`src/rtl/trigger_pkg.sv`:
```
// Purpose : shared state encoding and default field widths for the trigger stages.
// Latency : n/a (declarations only).
// Backpr. : n/a (declarations only).
package trigger_pkg;

   // Default width of the pulse_width / pulse_period configuration fields.
   localparam int unsigned COUNTER_WIDTH_DEF = 32;
   // Default width of the pulse_count field and of pulse_index.
   localparam int unsigned COUNT_WIDTH_DEF   = 8;

   // Pulse generator sequencing states.
   typedef enum logic [1:0] {
      IDLE = 2'd0,
      HIGH = 2'd1,
      LOW  = 2'd2
   } trig_state_t;

endpackage

```
`src/rtl/trigger_edge_sync.sv`:
```
// Purpose : 2-flop synchroniser plus rising-edge detector for an asynchronous trigger level.
// Latency : rise is valid in the cycle after the 2nd clock edge that samples the input high.
// Backpr. : none; rise is a single-cycle strobe and must be consumed or dropped.
//
// Ports: clock, reset (sync, active-high), async_in (asynchronous level),
//        rise (one-cycle strobe on a synchronised low-to-high transition).
module trigger_edge_sync (
   input  logic clock,
   input  logic reset,
   input  logic async_in,
   output logic rise
);

   logic       sync_meta;
   logic       sync_q;
   logic       sync_prev;
   logic [1:0] fill_q;
   logic       armed_q;

   // fill_q marks when sync_q carries a real post-reset sample; armed_q only
   // sets once that sample has been seen low, so a level already high when
   // reset releases never looks like an edge.
   always_ff @(posedge clock) begin
      if (reset) begin
         sync_meta <= 1'b0;
         sync_q    <= 1'b0;
         sync_prev <= 1'b0;
         fill_q    <= 2'b00;
         armed_q   <= 1'b0;
      end else begin
         sync_meta <= async_in;
         sync_q    <= sync_meta;
         sync_prev <= sync_q;
         fill_q    <= {fill_q[0], 1'b1};
         if (fill_q[1] && !sync_q) begin
            armed_q <= 1'b1;
         end
      end
   end

   assign rise = armed_q & sync_q & ~sync_prev;

endmodule

```
`src/rtl/trigger_pulse_gen.sv`:
```
// Purpose : shapes a synchronised trigger edge into a burst of configurable pulses.
// Latency : pulse_out/busy rise 3 clock edges after delayed_trigger is first sampled high.
// Backpr. : none; edges arriving while busy are dropped and flagged on overrun.
//
// Ports: clock, reset (sync, active-high), enable (arm / abort), delayed_trigger
//        (async level), pulse_width / pulse_period / pulse_count (latched at
//        acceptance), pulse_out, busy, done (1-cycle strobe), pulse_index, overrun.
module trigger_pulse_gen
   import trigger_pkg::*;
#(
   parameter int unsigned counter_width = COUNTER_WIDTH_DEF,
   parameter int unsigned count_width   = COUNT_WIDTH_DEF
) (
   input  logic                     clock,
   input  logic                     reset,
   input  logic                     enable,
   input  logic                     delayed_trigger,
   input  logic [counter_width-1:0] pulse_width,
   input  logic [counter_width-1:0] pulse_period,
   input  logic [count_width-1:0]   pulse_count,
   output logic                     pulse_out,
   output logic                     busy,
   output logic                     done,
   output logic [count_width-1:0]   pulse_index,
   output logic                     overrun
);

   localparam logic [counter_width-1:0] CTR_ONE = counter_width'(1);
   localparam logic [count_width-1:0]   CNT_ONE = count_width'(1);

   trig_state_t              state_q;
   trig_state_t              state_nxt;
   logic                     trig_rise;
   logic                     accept;
   logic                     high_end;
   logic                     low_end;
   logic                     last_pulse;

   logic [counter_width-1:0] timer_q;
   logic [counter_width-1:0] width_q;
   logic [counter_width-1:0] low_q;
   logic [count_width-1:0]   last_idx_q;
   logic [count_width-1:0]   index_q;
   logic                     done_q;
   logic                     overrun_q;

   logic [counter_width-1:0] width_eff;
   logic [counter_width-1:0] low_eff;
   logic [count_width-1:0]   last_eff;

   trigger_edge_sync u_edge_sync (
      .clock    (clock),
      .reset    (reset),
      .async_in (delayed_trigger),
      .rise     (trig_rise)
   );

   // Effective burst shape: zero width/count behave as one, and the low gap
   // never collapses below a single cycle.
   assign width_eff = (pulse_width == '0) ? CTR_ONE : pulse_width;
   assign low_eff   = (pulse_period > width_eff) ? (pulse_period - width_eff) : CTR_ONE;
   assign last_eff  = (pulse_count == '0) ? '0 : (pulse_count - CNT_ONE);

   assign accept     = (state_q == IDLE) && enable && trig_rise;
   assign high_end   = (timer_q == (width_q - CTR_ONE));
   assign low_end    = (timer_q == (low_q - CTR_ONE));
   assign last_pulse = (index_q == last_idx_q);

   // State register.
   always_ff @(posedge clock) begin
      if (reset) begin
         state_q <= IDLE;
      end else begin
         state_q <= state_nxt;
      end
   end

   // Next-state logic; enable low aborts straight to IDLE.
   always_comb begin
      state_nxt = state_q;
      unique case (state_q)
         IDLE: begin
            if (accept) begin
               state_nxt = HIGH;
            end
         end
         HIGH: begin
            if (!enable) begin
               state_nxt = IDLE;
            end else if (high_end) begin
               state_nxt = last_pulse ? IDLE : LOW;
            end
         end
         LOW: begin
            if (!enable) begin
               state_nxt = IDLE;
            end else if (low_end) begin
               state_nxt = HIGH;
            end
         end
         default: state_nxt = IDLE;
      endcase
   end

   // Burst datapath: per-state cycle timer, latched shape, index and flags.
   always_ff @(posedge clock) begin
      if (reset) begin
         timer_q    <= '0;
         width_q    <= '0;
         low_q      <= '0;
         last_idx_q <= '0;
         index_q    <= '0;
         done_q     <= 1'b0;
         overrun_q  <= 1'b0;
      end else begin
         // Timer restarts on every state change and rests at zero in IDLE.
         if ((state_nxt != state_q) || (state_q == IDLE)) begin
            timer_q <= '0;
         end else begin
            timer_q <= timer_q + CTR_ONE;
         end

         if (accept) begin
            width_q    <= width_eff;
            low_q      <= low_eff;
            last_idx_q <= last_eff;
         end

         if ((state_nxt == IDLE) || accept) begin
            index_q <= '0;
         end else if ((state_q == LOW) && (state_nxt == HIGH)) begin
            index_q <= index_q + CNT_ONE;
         end

         // Only a normal end of the final pulse strobes done, never an abort.
         done_q <= (state_q == HIGH) && enable && high_end && last_pulse;

         if (!enable) begin
            overrun_q <= 1'b0;
         end else if (trig_rise && (state_q != IDLE)) begin
            overrun_q <= 1'b1;
         end
      end
   end

   // Output decode, all driven from registers.
   always_comb begin
      pulse_out   = (state_q == HIGH);
      busy        = (state_q != IDLE);
      done        = done_q;
      pulse_index = index_q;
      overrun     = overrun_q;
   end

endmodule
```
`config.mk`:
```
export PLATFORM = sky130hd
export DESIGN_NAME = trigger_pulse_gen
export DESIGN_NICKNAME = d
export VERILOG_FILES = /design/src/rtl/trigger_pkg.sv /design/src/rtl/trigger_edge_sync.sv /design/src/rtl/trigger_pulse_gen.sv
export SDC_FILE = /design/constraint.sdc
export NUM_CORES = 1
export LEC_CHECK = 0
export CORE_UTILIZATION = 40
export CTS_CLUSTER_DIAMETER = 60
export DETAILED_ROUTE_END_ITERATION = 10
export GPL_TIMING_DRIVEN = 1
export HOLD_SLACK_MARGIN = 0.02
export SETUP_SLACK_MARGIN = 0.5
export SKIP_LAST_GASP = 1
export SYNTH_ARGS = -nofsm -noshare
export SYNTH_HDL_FRONTEND = slang
export SYNTH_SLANG_ARGS = --single-unit
```
`constraint.sdc`:
```
create_clock -name clock -period 6.35 [get_ports clock]
set_input_delay 1.27 -clock clock [delete_from_list [all_inputs] [get_ports clock]]
set_output_delay 1.27 -clock clock [all_outputs]
set_load 0.1 [all_outputs]
```
==> impl_metrics.toml <==
[synthesis]
syn_area_um2 = 8847
synth_common_cells = "122 x dfxtp_1, 104 x nand2_1, 89 x xnor2_1"
avgSynthCellArea_um2 = 7.761
synth_ff_type = "dfxtp_1"
synth_enable_flop_cells = 0
ys_seq_elements = 122
synth-xor-area-share_pct = 14.65
synth_cells = 1140
synth_most_common_cell = "dfxtp_1"
synth_mux_area_share_pct = 1.061
synthArstFlopShare_pct = 0
synth_warnings = 0
post-synth-top-area-fraction_pct = 27.61
synth_cell_types = 71
yosysSeqAreaShare_pct = 27.61
synth_compound_area_share_pct = 19.39
synthAdderAreaFrac_pct = 5.459
syn_nets = 1254
synth_top_family_by_area = "simple AND/OR/NAND/NOR gates"
synthSimpleGateAreaFrac_pct = 26.49
synthTopCellsByArea = "dfxtp_1 28%, xnor2_1 8.8%, xor2_1 5.8%"
synth_area_leader_cell = "dfxtp_1"

[placement]
place_ws_ns = 0.2853
hpwl_mm = 19.88
port_buffers = 87
gp_congestion = 0.8730

[cells_and_area]
area_delta_synth_final_pct = 18.89
antenna_cells = 0
nets = 1306
nFillCells = 2163
drive_gt1_share_pct = 5.399

[floorplanning]
die_w_um = 150.7
core_um2 = 21760
initial_utilization_pct = 40.67
ios = 88
dieArea_um2 = 22720
die_y_um = 150.7
num_rows = 54

[detailed_routing]
dr.pass1.iters = 5
ant_nets = 0
dr_total_vias = 8381
avgViaCountPerCell = 5.648
drt_iter0_markers = 602
drc_errors = 0
routed_wl_mm = 25.29
routedWlPerCell_um = 17.04

[worst_setup_path]
cp.arrival_ns = 5.92
r2r_cells = 11
crit_cells = 17
worst_setup_path_end_kind = "flop"
crit_buf_inv = 3
max_stage_delay_ns = 0.50
startpoint_type = "primary input"
cp_max_fo = 4
crit_required_ns = 6.67
setup.worst_path.class = "in2reg"
critPathSlowestCell = "nor4_1"
crit_family = "compound AO/OA/AOI/OAI gates"
crit_chain = "clkdlybuf4s50_1 > nor4_1 > nand4_1 > o21bai_1 > ha_1 > inv_1 > fa_1 > a211oi_1 > o21bai_1 > a21oi_1 > o21ai_0 > a211o_1 > a2111oi_0 > buf_4 > nor4_1 > or4_1 > a32o_1"

[clock_tree]
cts_resized = 0
postCtsSetupBuffers = 0
clk_pin_slew_ns = 0.06
cts-hold-fix-buffers = 0
htreeDepth = 4
cts_root_buf = "clkbuf_16"
cts_tree = "built"
clock-sinks = 122
clockBufferDepth = 2
clk_latency_ns = 0.43
cts_buffers = 17

[worst_hold_path]
hold_depth = 1
hp-class = "reg2reg"

[sta]
min_period_over_period_pct = 88.19
post-route-min-period_ns = 5.600
setup_viol = 0
slew_headroom_pct = 29.84
worst_pin_slew_ns = 1.043
rsz0062_at_grt = "false"
setup_slack_ns = 0.7498
hold_viol = 0
finClkSkew_ns = 0.008630
fin_tns_setup_ns = 0
fmax_ghz = 0.1786
slew_viol_final = 0

[global_routing]
overflow = 0
grt_max_degree = 69
antenna_found_initial = 0
grt_pass1_wl_mm = 40.65
grt_pass1_vias = 7805
grt_use_total_pct = 23.03

[power_and_ir_drop]
power.leakage_nw = 4.038
vdd_drop_max_mv = 0.1423
p_per_area_nw_per_um2 = 207.3

[job]
cap_violations = 0

[run_status]
status = "finished, final reports clean"
-- sequential cells by signal, indices dropped and copies added (netlist names) --
signal / flops
pulse_index: 8
u_edge_sync.sync_q: 1
done: 1
width_q: 32
u_edge_sync.fill_q: 2
overrun: 1
timer_q: 32
u_edge_sync.sync_prev: 1
u_edge_sync.sync_meta: 1
last_idx_q: 8
u_edge_sync.armed_q: 1
state_q: 2
low_q: 32
-- cells in the final DEF, fill, tap and decap left out, types with 10 or more instances in the layout --
| master | n |
|---|---|
| or4_1 | 10 |
| nor3_1 | 63 |
| or3_1 | 11 |
| a22o_1 | 13 |
| clkbuf_16 | 17 |
| dfxtp_1 | 122 |
| nor2_1 | 86 |
| a211oi_1 | 10 |
| a22oi_1 | 18 |
| xnor2_1 | 89 |
| xor2_1 | 59 |
| nand3_1 | 33 |
| nand2b_1 | 14 |
| and3_1 | 20 |
| ha_1 | 37 |
| nand2_1 | 104 |
| a21oi_1 | 78 |
| a21o_1 | 15 |
| clkdlybuf4s50_1 | 86 |
| a221oi_1 | 11 |
| nand4_1 | 25 |
| nor4_1 | 26 |
| o21ai_0 | 26 |
| nor2b_1 | 10 |
| inv_1 | 57 |
-- worst paths after layout --
check                   startpoint               endpoint  slack, ns
max                pulse_width[24]              low_q[30]       0.75
min          u_edge_sync.fill_q[0]  u_edge_sync.fill_q[1]       0.45
max reg2reg             width_q[0]             timer_q[4]       1.79
min reg2reg  u_edge_sync.fill_q[0]  u_edge_sync.fill_q[1]       0.45
-- kinds of logic after synthesis --
group           Yosys count
buf+inv                 118
mux                       9
compound gates          252
fa+ha+maj                38
xor+xnor                148
simple gates            453
flops                   122
-- metrics by stage --
stage,area (um2),power (mW),instances,util (%),hold slack [ns]
finish,10520,2.180,1484,48.35,0.4519
global route,10520,2.266,1484,48.35,0.4673
CTS,10520,2.192,1484,48.35,0.4582
detailed placement,9862,1.118,1453,45.33,0.4481
global placement,9862,1.116,1453,45.33,0.4160
floorplan,8847,1.003,1140,-,0.4138
-- cell type report --
type	instances	area, um2	area share (%)
Clock buffer	18	439.2	4.175
Sequential cell	122	2442	23.22
Inverter	57	214.0	2.034
Clock inverter	13	217.7	2.070
Multi-Input combinational cell	900	5937	56.44
Timing Repair Buffer	94	918.4	8.731
Tap cell	280	350.3	3.331
-- per-layer routing --
metal	wire, um	GRT usage (%)	up-vias
met5	0	0	-
met4	388	6.150	0
met3	1044	3.424	31
met2	11220	35.41	205
met1	12640	33.18	3928
li1	-	-	4217
-- report_power, final --
group	internal [mW]	total [mW]	switching, mW
sequential	0.770	0.775	0.00457
combinational	0.152	0.330	0.178
clock	0.707	1.08	0.368
total	1.63	2.18	0.551
No activity file was read; power rests on OpenSTA's default activity.
